### src/rtl/fpcvt_reg_if.sv
// fpcvt_reg_if: data bundle for the registered integer-to-float converter.
//   D : 12-bit two's-complement integer into the converter
//   S : sign bit of the result
//   E : 3-bit exponent of the result
//   F : 4-bit significand of the result
// master drives D and observes the result; slave is the converter itself.
interface fpcvt_reg_if;
  logic [11:0] D;
  logic        S;
  logic [2:0]  E;
  logic [3:0]  F;

  modport master (output D, input S, E, F);
  modport slave  (input D, output S, E, F);
endinterface

### src/rtl/fpcvt_reg.sv
// fpcvt_reg: converts a 12-bit two's-complement integer into an 8-bit
// sign/magnitude float code (-1)^S * F * 2^E with a single register stage.
// Ports:
//   clk   : system clock, rising edge
//   rst_n : asynchronous active-low reset, clears S/E/F
//   bus   : fpcvt_reg_if.slave (D in; S, E, F out, registered)
module fpcvt_reg (
  input  logic         clk,
  input  logic         rst_n,
  fpcvt_reg_if.slave   bus
);

  logic [11:0] mag;
  logic [3:0]  lz;
  logic [11:0] norm;
  logic [2:0]  e0;
  logic [3:0]  f0;
  logic        r0;
  logic [2:0]  e_n;
  logic [3:0]  f_n;

  // -2048 has no positive counterpart in 12 bits, so it clamps to 2047.
  always_comb begin
    mag = bus.D;
    if (bus.D[11]) begin
      if (bus.D == 12'h800) mag = 12'h7FF;
      else                  mag = 12'(~bus.D + 12'd1);
    end
  end

  // Highest set bit wins, giving the leading-zero count; zero input yields 12.
  always_comb begin
    lz = 4'd12;
    for (int i = 0; i < 12; i++) begin
      if (mag[i]) lz = 4'(11 - i);
    end
  end

  // Normalising the leading one to bit 11 puts the significand in [11:8]
  // and the round bit at [7].
  assign norm = mag << lz;

  always_comb begin
    if (lz < 4'd8) begin
      e0 = 3'(4'd8 - lz);
      f0 = norm[11:8];
      r0 = norm[7];
    end else begin
      e0 = 3'd0;
      f0 = mag[3:0];
      r0 = 1'b0;
    end
  end

  always_comb begin
    e_n = e0;
    f_n = f0;
    if (r0) begin
      if (f0 != 4'hF) begin
        f_n = f0 + 4'd1;
      end else if (e0 != 3'd7) begin
        f_n = 4'b1000;
        e_n = e0 + 3'd1;
      end else begin
        f_n = 4'hF;
        e_n = 3'd7;
      end
    end
  end

  always_ff @(posedge clk or negedge rst_n) begin
    if (!rst_n) begin
      bus.S <= 1'b0;
      bus.E <= 3'd0;
      bus.F <= 4'd0;
    end else begin
      bus.S <= bus.D[11];
      bus.E <= e_n;
      bus.F <= f_n;
    end
  end

endmodule

### src/flat_wrapper.sv
// flat-port wrapper written by rule: the top's interface ports become plain ports
module fpcvt_reg_flat 
  (clk, rst_n, bus_D, bus_S, bus_E, bus_F);
  fpcvt_reg_if bus_i ();
  input  logic clk;
  input  logic rst_n;
  input wire logic [$bits(bus_i.D)-1:0] bus_D;
  output wire logic [$bits(bus_i.S)-1:0] bus_S;
  output wire logic [$bits(bus_i.E)-1:0] bus_E;
  output wire logic [$bits(bus_i.F)-1:0] bus_F;
  assign bus_i.D = bus_D;
  assign bus_S = bus_i.S;
  assign bus_E = bus_i.E;
  assign bus_F = bus_i.F;
  fpcvt_reg u_core (.clk(clk), .rst_n(rst_n), .bus(bus_i));
endmodule
### config.mk
export PLATFORM = sky130hd
export DESIGN_NAME = fpcvt_reg_flat
export DESIGN_NICKNAME = d
export VERILOG_FILES = /design/src/rtl/fpcvt_reg_if.sv /design/src/rtl/fpcvt_reg.sv /design/src/flat_wrapper.sv
export SDC_FILE = /design/constraint.sdc
export NUM_CORES = 1
export LEC_CHECK = 0
export ABC_CLOCK_PERIOD_IN_PS = 800
export CORE_UTILIZATION = 52
export DETAILED_ROUTE_END_ITERATION = 16
export PLACE_DENSITY_LB_ADDON = 0.1
export SLEW_MARGIN = 20
export SYNTH_ARGS = -nofsm -noshare
export SYNTH_HDL_FRONTEND = slang
export SYNTH_SLANG_ARGS = --single-unit
### constraint.sdc
create_clock -name clk -period 0.8 [get_ports clk]
set_input_delay 0.24 -clock clk [delete_from_list [all_inputs] [get_ports clk]]
set_output_delay 0.24 -clock clk [all_outputs]
set_load 0.03 [all_outputs]
==> out/results.ini, run 1 <==
[logic_synthesis]
synth_area_um2 = 1620
synthCells = 205
synth-simple-area-share = 0.327
ys_ff_latch = 8
synth_top_area_share = 0.124
synth-async-reset-ratio = 1.00
synth_nets = 223
yosysWarnings = 0
avgSynthCellArea_um2 = 7.88
synthTopCellsByArea = dfrtp_1 (12%), nor2_1 (6.3%), mux2i_1 (5.6%)
synth_common_cells = nor2_1 (27), nand2_1 (21), a21oi_1 (14)
synth_compound_area_frac = 0.378
netlist-cell-type-count = 73
yosysSeqAreaShare = 0.124
synth-edff-count = 0
synth_top_flop_cell = dfrtp_1
synth-xor-area-share = 0.0108
synth_mux_area_frac = 0.0906
synth_top_family_by_area = compound AO/OA/AOI/OAI gates
synth_fa_ha_area_frac = 0.0310
yosysTopAreaCell = dfrtp_1
yosysMostFrequentCell = nor2_1

[clock_tree]
cts-buffers-inserted = 3
cts_max_level = 1
cts_max_path_buffers = 2
clockRootBuffer = clkbuf_4
cts.sinks = 8
hold_buffers = 0
post_cts_resized = 62
post_cts_buffers = 9

[run_status]
tool.error = [ERROR DPL-0033] detailed placement checks failed during check placement.
status = stopped before the end
stop_stage = 4_1_cts

[floorplanning]
die_w_um = 57.7
io_pins = 22
initial_core_util = 0.566
rows = 19
die_h_um = 57.7

[placement]
dp_hpwl_um = 5260
place.gp.congestion = 0.951
io_buffers = 21
dp_cells = 335

[logic make-up after synthesis]
| family | count (synthesis) |
|---|---|
| AND/OR/NAND/NOR | 89 |
| AO/OA/AOI/OAI | 74 |
| buffers and inverters | 14 |
| multiplexers | 14 |
| flip-flops | 8 |
| adder cells (fa/ha/maj) | 4 |
| XOR/XNOR | 2 |
[metrics by stage]
step                      TNS, ns  area, um2  setup slack, ns
after floorplan            -16.44       1710            -2.38
after global placement     -19.98       2530            -2.85
after detailed placement   -21.06       2530            -2.99
==> run 2, diff against run 1 <==
--- a/config.mk
+++ b/config.mk
@@ -6,9 +6,9 @@
 export NUM_CORES = 1
 export LEC_CHECK = 0
 export ABC_CLOCK_PERIOD_IN_PS = 800
-export CORE_UTILIZATION = 52
+export CORE_UTILIZATION = 37
 export DETAILED_ROUTE_END_ITERATION = 16
-export PLACE_DENSITY_LB_ADDON = 0.1
+export PLACE_DENSITY_LB_ADDON = 0.15
 export SLEW_MARGIN = 20
 export SYNTH_ARGS = -nofsm -noshare
 export SYNTH_HDL_FRONTEND = slang
==> out/results.ini, run 2 <==
[sta]
setup_viol = 15
slew_viol_final = 0
worstMarginPinSlew_ns = 0.514
maxSlewHeadroom = 0.656
hold_viol_final = 0
rsz0062_at_grt = true
fin_crit_sh = 4.06
finalSetupTns_ns = -18.19
fin_ws_ns = -2.45
whs_ns = 0.332
fmax_ghz = 0.308
period_minus_slack_ns = 3.25

[cells_and_area]
layout_common_cells = buf_4 (91), nor2_1 (24), nand2_1 (18)
diodes = 0
top_regs = u_core.bus.F x4, u_core.bus.E x3, u_core.bus.S x1
final_common_cell = buf_4
drive_gt1_frac = 0.565
final_net_count = 337
finalInstanceArea_um2 = 2850
top_register = u_core.bus.F
largest_reg_flops = 4
area_growth_pct = 76.7
final_cells = 367

[clock_tree]
cts-buffers-inserted = 3
cts_max_path_buffers = 2
clockRootBuffer = clkbuf_8
cts.sinks = 8
cts_tree = yes
cts_max_level = 1
clkTransAtPathRegs_ns = 0.04
hold_buffers = 0

[detailed_routing]
wl_per_cell_um = 15.6
vias_per_cell = 5.63
drtAntennaViolNets = 0
wl_um = 5740
drt-pass1-iter-count = 4
drc = 0
drt_iter0_drc = 113
vias = 2066

[floorplanning]
rows = 23
die_h_um = 68.1
dieArea_um2 = 4630
initial_core_util = 0.395
die_w_um = 68.1
io_pins = 22
core_um2 = 4090

[flow_run]
maxCapViolCount = 0

[logic_synthesis]
avgSynthCellArea_um2 = 7.88
ys_ff_latch = 8
synthTopCellsByArea = dfrtp_1 (12%), nor2_1 (6.3%), mux2i_1 (5.6%)
synthCells = 205
yosysMostFrequentCell = nor2_1
synth_top_area_share = 0.124
synth-async-reset-ratio = 1.00
synth_nets = 223
synth_common_cells = nor2_1 (27), nand2_1 (21), a21oi_1 (14)
synth-edff-count = 0
synth_top_flop_cell = dfrtp_1
synth_area_um2 = 1620
yosysSeqAreaShare = 0.124
netlist-cell-type-count = 73
yosysWarnings = 0
yosysTopAreaCell = dfrtp_1

[min_path]
hp-class = in -> async

[critical_path]
worst_ep_arrival_time_ns = 3.36
cp-start-kind = primary input
crit_type = in -> reg
critPathMaxFanout = 5
crit_slowest_cell = or4_4
cp_data_required_time_ns = 0.91
cp-endpoint = u_core.bus.F[0]$_DFF_PN0_
startpoint = bus_D[0]
crit_path_end_kind = flop
cp_slowest_stage_delay_ns = 0.51
worstPathCellList = buf_8, buf_6, or4_4, o311a_4, or3b_4, a41oi_2, a21o_1, nand2_1, o21ai_1, a21oi_1, or3_4, ha_4, o21ai_4, o31a_1, a21oi_2

[global_routing]
grt_max_degree = 10
track_usage = 0.261
grt_pass1_vias = 1999
grt_first_pass_wirelength_um = 9160
antenna_found_initial = 0
overflow = 0

[placement]
dp_cells = 350
dp_hpwl_um = 4480
place.gp.congestion = 0.882
pre_cts_ws_ns = -3.01
io_buffers = 21
placed_cell_area_um2 = 2550

[power]
ir_drop_mv = 0.731
p_per_area_nw_per_um2 = 1180
p_leak_nw = 1.25

[run_status]
violations = setup timing
status = finished, violations left

## run 2: cell counts after synthesis
Identical to the previous run, type by type.
## run 2: worst min-delay path by stage
stage                                endpoint  slack [ns]   from  cells after the start
global route           u_core.bus.S$_DFF_PN0_        0.34  rst_n                      2
CTS                    u_core.bus.S$_DFF_PN0_        0.33  rst_n                      2
global placement       u_core.bus.S$_DFF_PN0_        0.56  rst_n                      2
detailed placement     u_core.bus.S$_DFF_PN0_        0.57  rst_n                      2
floorplan           u_core.bus.E[0]$_DFF_PN0_       -0.06  rst_n                      0
finish              u_core.bus.F[0]$_DFF_PN0_        0.33  rst_n                      2
## run 2: where the power goes
| group | leakage [nW] | internal (mW) | switching, mW |
|---|---|---|---|
| clock | 0.0216 | 0.326 | 0.156 |
| sequential | 0.0868 | 0.487 | 0.0339 |
| combinational | 1.14 | 1.19 | 1.19 |
| total | 1.25 | 2.00 | 1.37 |
## run 2: through the flow
step,util,power [mW]
floorplan,-,1.69
global placement,0.624,2.55
detailed placement,0.624,2.58
CTS,0.675,3.25
global route,0.698,3.58
finish,0.698,3.37
## run 2: layout make-up
type | instances | area [um2]
timing repair buffer | 116 | 943
inverter | 7 | 26.3
clock buffer | 3 | 41.3
sequential | 8 | 200
tap | 50 | 62.6
fill | 318 | 1230
multi-input combinational | 183 | 1580
## run 2: routing by layer
metal  share of wire  GRT usage  up-vias
met2            0.49      0.457       54
met4          0.0089     0.0391        0
met5               0          0        -
li1                -          -     1016
met3           0.045     0.0267        6
met1            0.45      0.347      990
## run 2: critical path, delay by kind of cell
family	cells	cell delay [ns]
and+or+nand+nor	4	1.39
AOI/OAI and AO/OA	8	1.32
adders and majority gates	1	0.19
buffers and inverters	2	0.20
## run 2: cell families (layout without fill, tap and decap cells)
group	count (synthesis)	in the layout	share of synthesized area
xor gates and xnor gates	2	2	0.0108
and+or+nand+nor	89	89	0.327
adders and majority gates	4	4	0.0310
muxes	14	14	0.0906
AOI/OAI and AO/OA	74	74	0.378
DFF	8	8	0.124
buffers and inverters	14	126	0.0387
## run 2: what timing repair did
action                     CTS  global route
pin swaps                   26            24
buffers inserted             9             5
resized for setup           58            20
setup endpoints to repair   16            15
No activity file was read; power rests on OpenSTA's default activity.
==> run 3, diff against run 2 <==
--- a/config.mk
+++ b/config.mk
@@ -6,6 +6,7 @@
 export NUM_CORES = 1
 export LEC_CHECK = 0
 export ABC_CLOCK_PERIOD_IN_PS = 800
+export CORE_MARGIN = 3
 export CORE_UTILIZATION = 37
 export DETAILED_ROUTE_END_ITERATION = 16
 export PLACE_DENSITY_LB_ADDON = 0.15
==> out/results.ini, run 3 (synthesis results as in run 2) <==
[cells_and_area]
layout_common_cells = buf_4 (109), nor2_1 (26), nand2_1 (19)
multi_input_area_um2 = 1580
largest_reg_flops = 4
top_regs = u_core.bus.F x4, u_core.bus.E x3, u_core.bus.S x1
final_common_cell = buf_4
drive_gt1_frac = 0.583
layout.area.seq_um2 = 200
finalCoreUtilization = 0.724
top_register = u_core.bus.F
diodes = 0
area_growth_pct = 84.4
final_net_count = 356
fill_cells = 310

[floorplanning]
dieArea_um2 = 5190
initial_core_util = 0.393
die_h_um = 72.1
die_w_um = 72.1
core_um2 = 4120
rows = 23
io_pins = 22

[sta]
fin_crit_sh = 4.08
fmax_ghz = 0.306
worstMarginPinSlew_ns = 0.576
maxSlewHeadroom = 0.605
rsz0062_at_grt = true
hold_viol_final = 0
finalSetupTns_ns = -18.12
slew_viol_final = 0
period_minus_slack_ns = 3.27
fin_ws_ns = -2.47
whs_ns = 0.280
setup_viol = 15

[power]
power_mw = 3.42
p_per_area_nw_per_um2 = 1150
ir_drop_mv = 0.641
p_leak_nw = 1.34

[critical_path]
worstPathCellList = clkbuf_2, or4_4, o311a_4, or3b_4, a41oi_2, a21o_1, nand2_1, o21ai_2, a21oi_1, or3_4, ha_4, o21ai_4, o31a_1, a2bb2oi_2
crit_slowest_cell = or4_4
crit_path_end_kind = flop
crit_type = in -> reg
cp_slowest_stage_delay_ns = 0.56
cp-start-kind = primary input
critPathMaxFanout = 5
cp_data_required_time_ns = 0.90
worst_ep_arrival_time_ns = 3.37

[clock_tree]
cts_tree = yes
clockRootBuffer = clkbuf_8
cts.sinks = 8
cts-buffers-inserted = 3
cts_max_level = 1
clkTransAtPathRegs_ns = 0.04
cts_max_path_buffers = 2

[global_routing]
grt_pass1_vias = 1986
grt_max_degree = 10
overflow = 0
track_usage = 0.217
antenna_found_initial = 0
grt_first_pass_wirelength_um = 9260

[detailed_routing]
drtAntennaViolNets = 0
vias_per_cell = 5.49
wl_per_cell_um = 15.1
drt_iter0_drc = 128
vias = 2118
drc = 0
wl_um = 5820
drt-pass1-iter-count = 4

[run_status]
status = finished, violations left
violations = setup timing

[placement]
dp_hpwl_um = 4300
place.gp.congestion = 0.876
io_buffers = 21

[flow_run]
maxCapViolCount = 0

[min_path]
hp-class = in -> async

[run 3: worst max-delay path: cells and delay by family]
family | cells | cell delay [ns]
AO/OA/AOI/OAI | 8 | 1.37
buffers and inverters | 1 | 0.12
adder cells (fa/ha/maj) | 1 | 0.19
AND/OR/NAND/NOR | 4 | 1.45
[run 3: metal layers]
| layer | share of wire | vias to the layer above | global-route usage |
|---|---|---|---|
| li1 | - | 1054 | - |
| met4 | 0.0038 | 0 | 0.0418 |
| met5 | 0 | - | 0 |
| met2 | 0.49 | 47 | 0.368 |
| met1 | 0.47 | 1013 | 0.307 |
| met3 | 0.035 | 4 | 0.00831 |
[run 3: how the worst max path moves through the flow]
stage	startpoint	end	slack, ns	cells after the start
after floorplan	bus_D[2]	u_core.bus.F[3]$_DFF_PN0_	-2.38	13
after global placement	bus_D[1]	u_core.bus.F[3]$_DFF_PN0_	-2.88	13
after detailed placement	bus_D[1]	u_core.bus.F[1]$_DFF_PN0_	-2.91	14
after CTS	bus_D[4]	u_core.bus.E[1]$_DFF_PN0_	-2.41	14
after global routing	bus_D[0]	u_core.bus.F[0]$_DFF_PN0_	-2.58	16
final	bus_D[0]	u_core.bus.F[1]$_DFF_PN0_	-2.47	14
[run 3: repair_timing]
item	CTS	global route
resized for setup	55	22
setup buffers	15	6
endpoints found under the setup margin	16	15
pin swaps	27	25
hold buffers	0	0
[run 3: per-stage QoR]
stage | cell area (um2) | instances | setup slack (ns)
CTS | 2850 | 380 | -2.41
global route | 2980 | 386 | -2.58
global placement | 2620 | 362 | -2.88
detailed placement | 2620 | 362 | -2.91
finish | 2980 | 386 | -2.47
floorplan | 1710 | 205 | -2.38
[run 3: power by group]
| group | leakage, nW | internal (mW) | switching [mW] |
|---|---|---|---|
| clock | 0.0216 | 0.324 | 0.136 |
| combinational | 1.23 | 1.24 | 1.20 |
| sequential | 0.0868 | 0.487 | 0.0363 |
[run 3: cell type report]
class	count	area share
inverters	7	0.00882
clock buffers	3	0.0139
multi-input cells	183	0.530
well taps	50	0.0210
flip-flops and latches	8	0.0672
repair buffers	135	0.359
